### src/rtl/sram_port_arbiter_if.sv
// Requester command/response channels plus the SRAM macro pins of the shared port.
interface sram_port_arbiter_if #(
  parameter int NUM_REQ    = 2,
  parameter int ADDR_WIDTH = 4,
  parameter int DATA_WIDTH = 2
);
  logic [NUM_REQ-1:0]            req_valid;
  logic [NUM_REQ-1:0]            req_ready;
  logic [NUM_REQ-1:0]            req_we;
  logic [NUM_REQ*ADDR_WIDTH-1:0] req_addr;
  logic [NUM_REQ*DATA_WIDTH-1:0] req_wdata;
  logic [NUM_REQ-1:0]            resp_valid;
  logic [DATA_WIDTH-1:0]         resp_rdata;
  logic                          sram_csb0;
  logic                          sram_web0;
  logic [ADDR_WIDTH-1:0]         sram_addr0;
  logic [DATA_WIDTH-1:0]         sram_din0;
  logic [DATA_WIDTH-1:0]         sram_dout0;

  modport slave (
    input  req_valid, req_we, req_addr, req_wdata, sram_dout0,
    output req_ready, resp_valid, resp_rdata,
           sram_csb0, sram_web0, sram_addr0, sram_din0
  );

  modport master (
    output req_valid, req_we, req_addr, req_wdata, sram_dout0,
    input  req_ready, resp_valid, resp_rdata,
           sram_csb0, sram_web0, sram_addr0, sram_din0
  );
endinterface

### src/rtl/sram_port_arbiter.sv
// Round-robin sharing of one single-port SRAM among NUM_REQ requesters; read data is
// steered back to the issuing requester through a tag pipeline matched to the SRAM latency.
module sram_port_arbiter_lane #(
  parameter int IDW  = 1,
  parameter int LANE = 0
) (
  input  logic           grant_en,
  input  logic [IDW-1:0] grant_id,
  input  logic           tag_rd,
  input  logic [IDW-1:0] tag_id,
  output logic           ready,
  output logic           resp_valid
);
  localparam logic [IDW-1:0] MY_ID = IDW'(LANE);

  assign ready      = grant_en & (grant_id == MY_ID);
  assign resp_valid = tag_rd   & (tag_id   == MY_ID);
endmodule

module sram_port_arbiter #(
  parameter int NUM_REQ      = 2,
  parameter int ADDR_WIDTH   = 4,
  parameter int DATA_WIDTH   = 2,
  parameter int READ_LATENCY = 1
) (
  input  logic                clk0,
  input  logic                rst0_n,
  sram_port_arbiter_if.slave  bus
);
  localparam int IDW = (NUM_REQ > 1) ? $clog2(NUM_REQ) : 1;

  typedef struct packed {
    logic           rd;
    logic [IDW-1:0] id;
  } tag_t;

  logic [NUM_REQ-1:0][ADDR_WIDTH-1:0] addr_v;
  logic [NUM_REQ-1:0][DATA_WIDTH-1:0] wdata_v;
  logic [NUM_REQ-1:0]                 ready_v;
  logic [NUM_REQ-1:0]                 resp_v;

  logic [IDW-1:0]        last_grant;
  logic [IDW-1:0]        grant_id;
  logic [IDW-1:0]        cand;
  logic                  found;
  logic                  xfer;
  logic                  we_sel;
  logic                  resp_en;

  logic                  csb_q;
  logic                  web_q;
  logic [ADDR_WIDTH-1:0] addr_q;
  logic [DATA_WIDTH-1:0] din_q;

  // stage 0 travels with the SRAM command; the last stage lines up with valid dout
  tag_t [READ_LATENCY:0] tag_pipe;

  assign addr_v  = bus.req_addr;
  assign wdata_v = bus.req_wdata;

  // first valid requester at or after last_grant+1, wrapping
  always_comb begin
    found    = 1'b0;
    grant_id = '0;
    cand     = '0;
    for (int k = 0; k < NUM_REQ; k++) begin
      cand = IDW'((int'(last_grant) + 1 + k) % NUM_REQ);
      if (!found && bus.req_valid[cand]) begin
        found    = 1'b1;
        grant_id = cand;
      end
    end
  end

  assign xfer    = rst0_n & found;
  assign we_sel  = bus.req_we[grant_id];
  assign resp_en = rst0_n & tag_pipe[READ_LATENCY].rd;

  for (genvar i = 0; i < NUM_REQ; i++) begin : g_lane
    sram_port_arbiter_lane #(
      .IDW  (IDW),
      .LANE (i)
    ) u_lane (
      .grant_en   (xfer),
      .grant_id   (grant_id),
      .tag_rd     (resp_en),
      .tag_id     (tag_pipe[READ_LATENCY].id),
      .ready      (ready_v[i]),
      .resp_valid (resp_v[i])
    );
  end

  always_ff @(posedge clk0) begin
    if (!rst0_n) begin
      csb_q      <= 1'b1;
      web_q      <= 1'b1;
      addr_q     <= '0;
      din_q      <= '0;
      last_grant <= IDW'(NUM_REQ - 1);
      tag_pipe   <= '0;
    end else begin
      tag_pipe[0] <= '{rd: xfer & ~we_sel, id: grant_id};
      for (int k = 1; k <= READ_LATENCY; k++) tag_pipe[k] <= tag_pipe[k-1];
      csb_q <= ~xfer;
      web_q <= ~(xfer & we_sel);
      if (xfer) begin
        addr_q     <= addr_v[grant_id];
        last_grant <= grant_id;
        // reads leave din alone so the macro inputs toggle only when needed
        if (we_sel) din_q <= wdata_v[grant_id];
      end
    end
  end

  assign bus.req_ready  = ready_v;
  assign bus.resp_valid = resp_v;
  assign bus.resp_rdata = bus.sram_dout0;
  assign bus.sram_csb0  = csb_q;
  assign bus.sram_web0  = web_q;
  assign bus.sram_addr0 = addr_q;
  assign bus.sram_din0  = din_q;
endmodule

### src/flat_wrapper.sv
// flat-port wrapper written by rule: the top's interface ports become plain ports
module sram_port_arbiter_flat 
#(
  parameter int NUM_REQ      = 2,
  parameter int ADDR_WIDTH   = 4,
  parameter int DATA_WIDTH   = 2,
  parameter int READ_LATENCY = 1
)
  (clk0, rst0_n, bus_req_valid, bus_req_we, bus_req_addr, bus_req_wdata, bus_sram_dout0, bus_req_ready, bus_resp_valid, bus_resp_rdata, bus_sram_csb0, bus_sram_web0, bus_sram_addr0, bus_sram_din0);
  sram_port_arbiter_if #(.NUM_REQ(NUM_REQ), .ADDR_WIDTH(ADDR_WIDTH), .DATA_WIDTH(DATA_WIDTH)) bus_i ();
  input  logic clk0;
  input  logic rst0_n;
  input wire logic [$bits(bus_i.req_valid)-1:0] bus_req_valid;
  input wire logic [$bits(bus_i.req_we)-1:0] bus_req_we;
  input wire logic [$bits(bus_i.req_addr)-1:0] bus_req_addr;
  input wire logic [$bits(bus_i.req_wdata)-1:0] bus_req_wdata;
  input wire logic [$bits(bus_i.sram_dout0)-1:0] bus_sram_dout0;
  output wire logic [$bits(bus_i.req_ready)-1:0] bus_req_ready;
  output wire logic [$bits(bus_i.resp_valid)-1:0] bus_resp_valid;
  output wire logic [$bits(bus_i.resp_rdata)-1:0] bus_resp_rdata;
  output wire logic [$bits(bus_i.sram_csb0)-1:0] bus_sram_csb0;
  output wire logic [$bits(bus_i.sram_web0)-1:0] bus_sram_web0;
  output wire logic [$bits(bus_i.sram_addr0)-1:0] bus_sram_addr0;
  output wire logic [$bits(bus_i.sram_din0)-1:0] bus_sram_din0;
  assign bus_i.req_valid = bus_req_valid;
  assign bus_i.req_we = bus_req_we;
  assign bus_i.req_addr = bus_req_addr;
  assign bus_i.req_wdata = bus_req_wdata;
  assign bus_i.sram_dout0 = bus_sram_dout0;
  assign bus_req_ready = bus_i.req_ready;
  assign bus_resp_valid = bus_i.resp_valid;
  assign bus_resp_rdata = bus_i.resp_rdata;
  assign bus_sram_csb0 = bus_i.sram_csb0;
  assign bus_sram_web0 = bus_i.sram_web0;
  assign bus_sram_addr0 = bus_i.sram_addr0;
  assign bus_sram_din0 = bus_i.sram_din0;
  sram_port_arbiter #(.NUM_REQ(NUM_REQ), .ADDR_WIDTH(ADDR_WIDTH), .DATA_WIDTH(DATA_WIDTH), .READ_LATENCY(READ_LATENCY)) u_core (.clk0(clk0), .rst0_n(rst0_n), .bus(bus_i));
endmodule
### config.mk
export PLATFORM = sky130hd
export DESIGN_NAME = sram_port_arbiter_flat
export DESIGN_NICKNAME = d
export VERILOG_FILES = /design/src/rtl/sram_port_arbiter_if.sv /design/src/rtl/sram_port_arbiter.sv /design/src/flat_wrapper.sv
export SDC_FILE = /design/constraint.sdc
export NUM_CORES = 1
export LEC_CHECK = 0
export ABC_AREA = 1
export BUFFER_PORTS_ARGS = -buffer_cell sky130_fd_sc_hd__buf_2
export CAP_MARGIN = 20
export CORE_MARGIN = 8
export CORE_UTILIZATION = 25
export DETAILED_ROUTE_END_ITERATION = 8
export HOLD_SLACK_MARGIN = 0.03
export PLACE_DENSITY = 0.58
export REMOVE_ABC_BUFFERS = 1
export SYNTH_ARGS = -nofsm -noshare
export SYNTH_HDL_FRONTEND = slang
export SYNTH_SLANG_ARGS = --single-unit
### constraint.sdc
create_clock -name clk0 -period 2 [get_ports clk0]
set_clock_uncertainty 0.05 [all_clocks]
set_input_delay 0.4 -clock clk0 [delete_from_list [all_inputs] [get_ports clk0]]
set_output_delay 0.4 -clock clk0 [all_outputs]
set_load 0.03 [all_outputs]
==> qor.yml <==
status:
  status: "completed"
floorplanning:
  die_h_um: 65.7
  die_w_um: 65.7
  ios: 34
  start_util_pct: 25.6
  fp-row-count: 18
  dieArea_mm2: 0.00432
  core_mm2: 0.00241
route:
  vias_per_cell: 3.99
  drt.antenna.violating_nets: 0
  drt-met1-wl_um: 704
  wl_met2_um: 715
  wl_met3_um: 99
  dr.pass1.iters: 7
  vias: 543
  wire_per_inst_um: 11.3
  drc: 0
  drt-initial-drc-count: 14
  wl_mm: 1.53
  highest_layer: "met4"
sta:
  rsz0062_at_grt: "no"
  tns_ns: 0
  worst_slew_pin_slew_ns: 0.330
  finalCriticalPeriod_ns: 1.79
  finalHoldViolCount: 0
  max_freq_ghz: 0.559
  setup_ws_ns: 0.210
  max_slew_margin_pct: 77.9
  fin_crit_sh_pct: 89.5
  drv_slew: 0
  setup_viol: 0
hold_path:
  hp-class: "primary input to flop"
synthesis:
  synthCells: 80
  ys_warn_count: 0
  synth-edff-count: 0
  ys_seq_elements: 13
  syn_avg_cell_area_um2: 7.73
  ys_seq_area_share_pct: 42.1
  postSynth.asyncResetShare_pct: 0
  syn_area_um2: 618
  synth.distinct_cells: 18
  synth_ff_type: "dfxtp_1"
critical_path:
  required_ns: 1.55
  path_cells: "nand2_1, nand2_2, inv_2, nor2_1, buf_2"
  crit_arrival_ns: 1.34
  end_kind: "output pin"
  cp_max_fo: 10
  start_kind: "flop"
  slowest_stage: "dfxtp_1"
  slowest_delay_ns: 0.33
  path_class: "flop to output pin"
cells_and_area:
  fin_cells: 136
  postLayoutCellArea_um2: 767
  final_common_cell: "buf_2"
  layout_common_cells: "buf_2 (29), nand2_1 (19), dfxtp_1 (13), nor2_1 (9), inv_1 (8)"
  final_net_count: 127
  drive_gt1_share_pct: 38.7
  fill_cells: 262
  diodes: 0
  syn_to_final_growth_pct: 24.1
cts:
  hold_buffers: 0
  clk_latency_ns: 0.27
  cts_buffers: 3
  cts_tree: "yes"
  clockBufferDepth: 2
  htreeDepth: 1
  cts.sinks: 13
  postCtsSetupBuffers: 0
  ctsResizeCount: 0
  path_clk_slew_ns: 0.08
  cts-root-buf: "clkbuf_4"
run:
  max_cap_violations: 0
grt:
  grt_usage_pct: 7.02
  grt_pass1_wl_mm: 2.42
  grt_pass1_vias: 554
  antenna_found_initial: 0
  gr-total-overflow: 0
  grt_max_degree: 11
placement:
  placed_cells: 132
  place_area_um2: 741
  numPortBuffers: 29
  post-place-ws_ns: 0.282
  place.gp.congestion: 0.776
  dpl.hpwl_mm: 1.20
power:
  p_leak_nw: 0.420
  vdd_drop_max_uv: 281
  p_per_area_mw_per_mm2: 745
[where the power goes]
group	switching, W	leakage (nW)	internal [W]	total (W)
Sequential	0.00000732	0.108	0.000277	0.000284
Combinational	0.0000829	0.297	0.0000424	0.000125
Clock	0.0000853	0.0150	0.0000771	0.000162
[metrics by stage]
step                util (%)  hold slack (ns)  power (W)
global route            31.8            0.321   0.000607
detailed placement      30.7            0.351   0.000417
floorplan                  -            0.340   0.000370
global placement        30.7            0.350   0.000415
CTS                     31.8            0.324   0.000581
finish                  31.8            0.335   0.000572
[logic make-up after synthesis]
| logic type | count (synthesis) | share of synthesized area (%) |
|---|---|---|
| and+or+nand+nor | 43 | 35.4 |
| buffers and inverters | 18 | 16.4 |
| DFF | 13 | 42.1 |
| AOI/OAI and AO/OA | 6 | 6.07 |
[registers in the layout, summed over array words and instances (netlist names)]
| register | flops |
|---|---|
| u_core.last_grant | 1 |
| u_core.bus.sram_addr0 | 4 |
| u_core.bus.sram_web0 | 1 |
| u_core.tag_pipe | 4 |
| u_core.bus.sram_csb0 | 1 |
| u_core.bus.sram_din0 | 2 |
[layer usage]
metal	vias to the layer above	GRT usage (%)
li1	294	-
met1	232	8.22
met2	15	11.1
met3	2	2.04
met4	0	4.09
met5	-	0
[Yosys cell counts, types with 2 or more instances]
library cell	n	area [µm²]
a21oi_1	2	10.0
buf_4	6	45.0
nand2_1	19	71.3
inv_2	3	11.3
inv_1	8	30.0
nand2_2	3	18.8
nor2_1	9	33.8
dfxtp_1	13	260
or2_0	2	12.5
nand3_1	5	25.0
o211ai_1	3	22.5
[layout make-up]
cell class | instances | area [µm²] | area share, %
flip-flops and latches | 13 | 260 | 33.9
multi-input cells | 49 | 256 | 33.4
repair buffers | 29 | 145 | 18.9
inverters | 11 | 41.3 | 5.38
well taps | 30 | 37.5 | 4.89
clock buffers | 4 | 26.3 | 3.43
[worst paths after layout]
check / cells past startpoint / slack, ns / endpoint / start
max: 5 / 0.21 / bus_req_ready[0] / u_core.last_grant
min: 3 / 0.34 / u_core.bus.sram_addr0[1] / bus_req_addr[1]
max reg2reg: 5 / 0.84 / u_core.bus.sram_addr0[3] / u_core.last_grant
min reg2reg: 2 / 0.37 / u_core.tag_pipe[2] / u_core.tag_pipe[0]
[critical path: cells and delay by family, from the launching register on]
kind	cells	cell delay [ns]
simple gates	3	0.41
flops	1	0.33
buf+inv	2	0.32
Note: power is estimated with default switching activity, not from simulation.
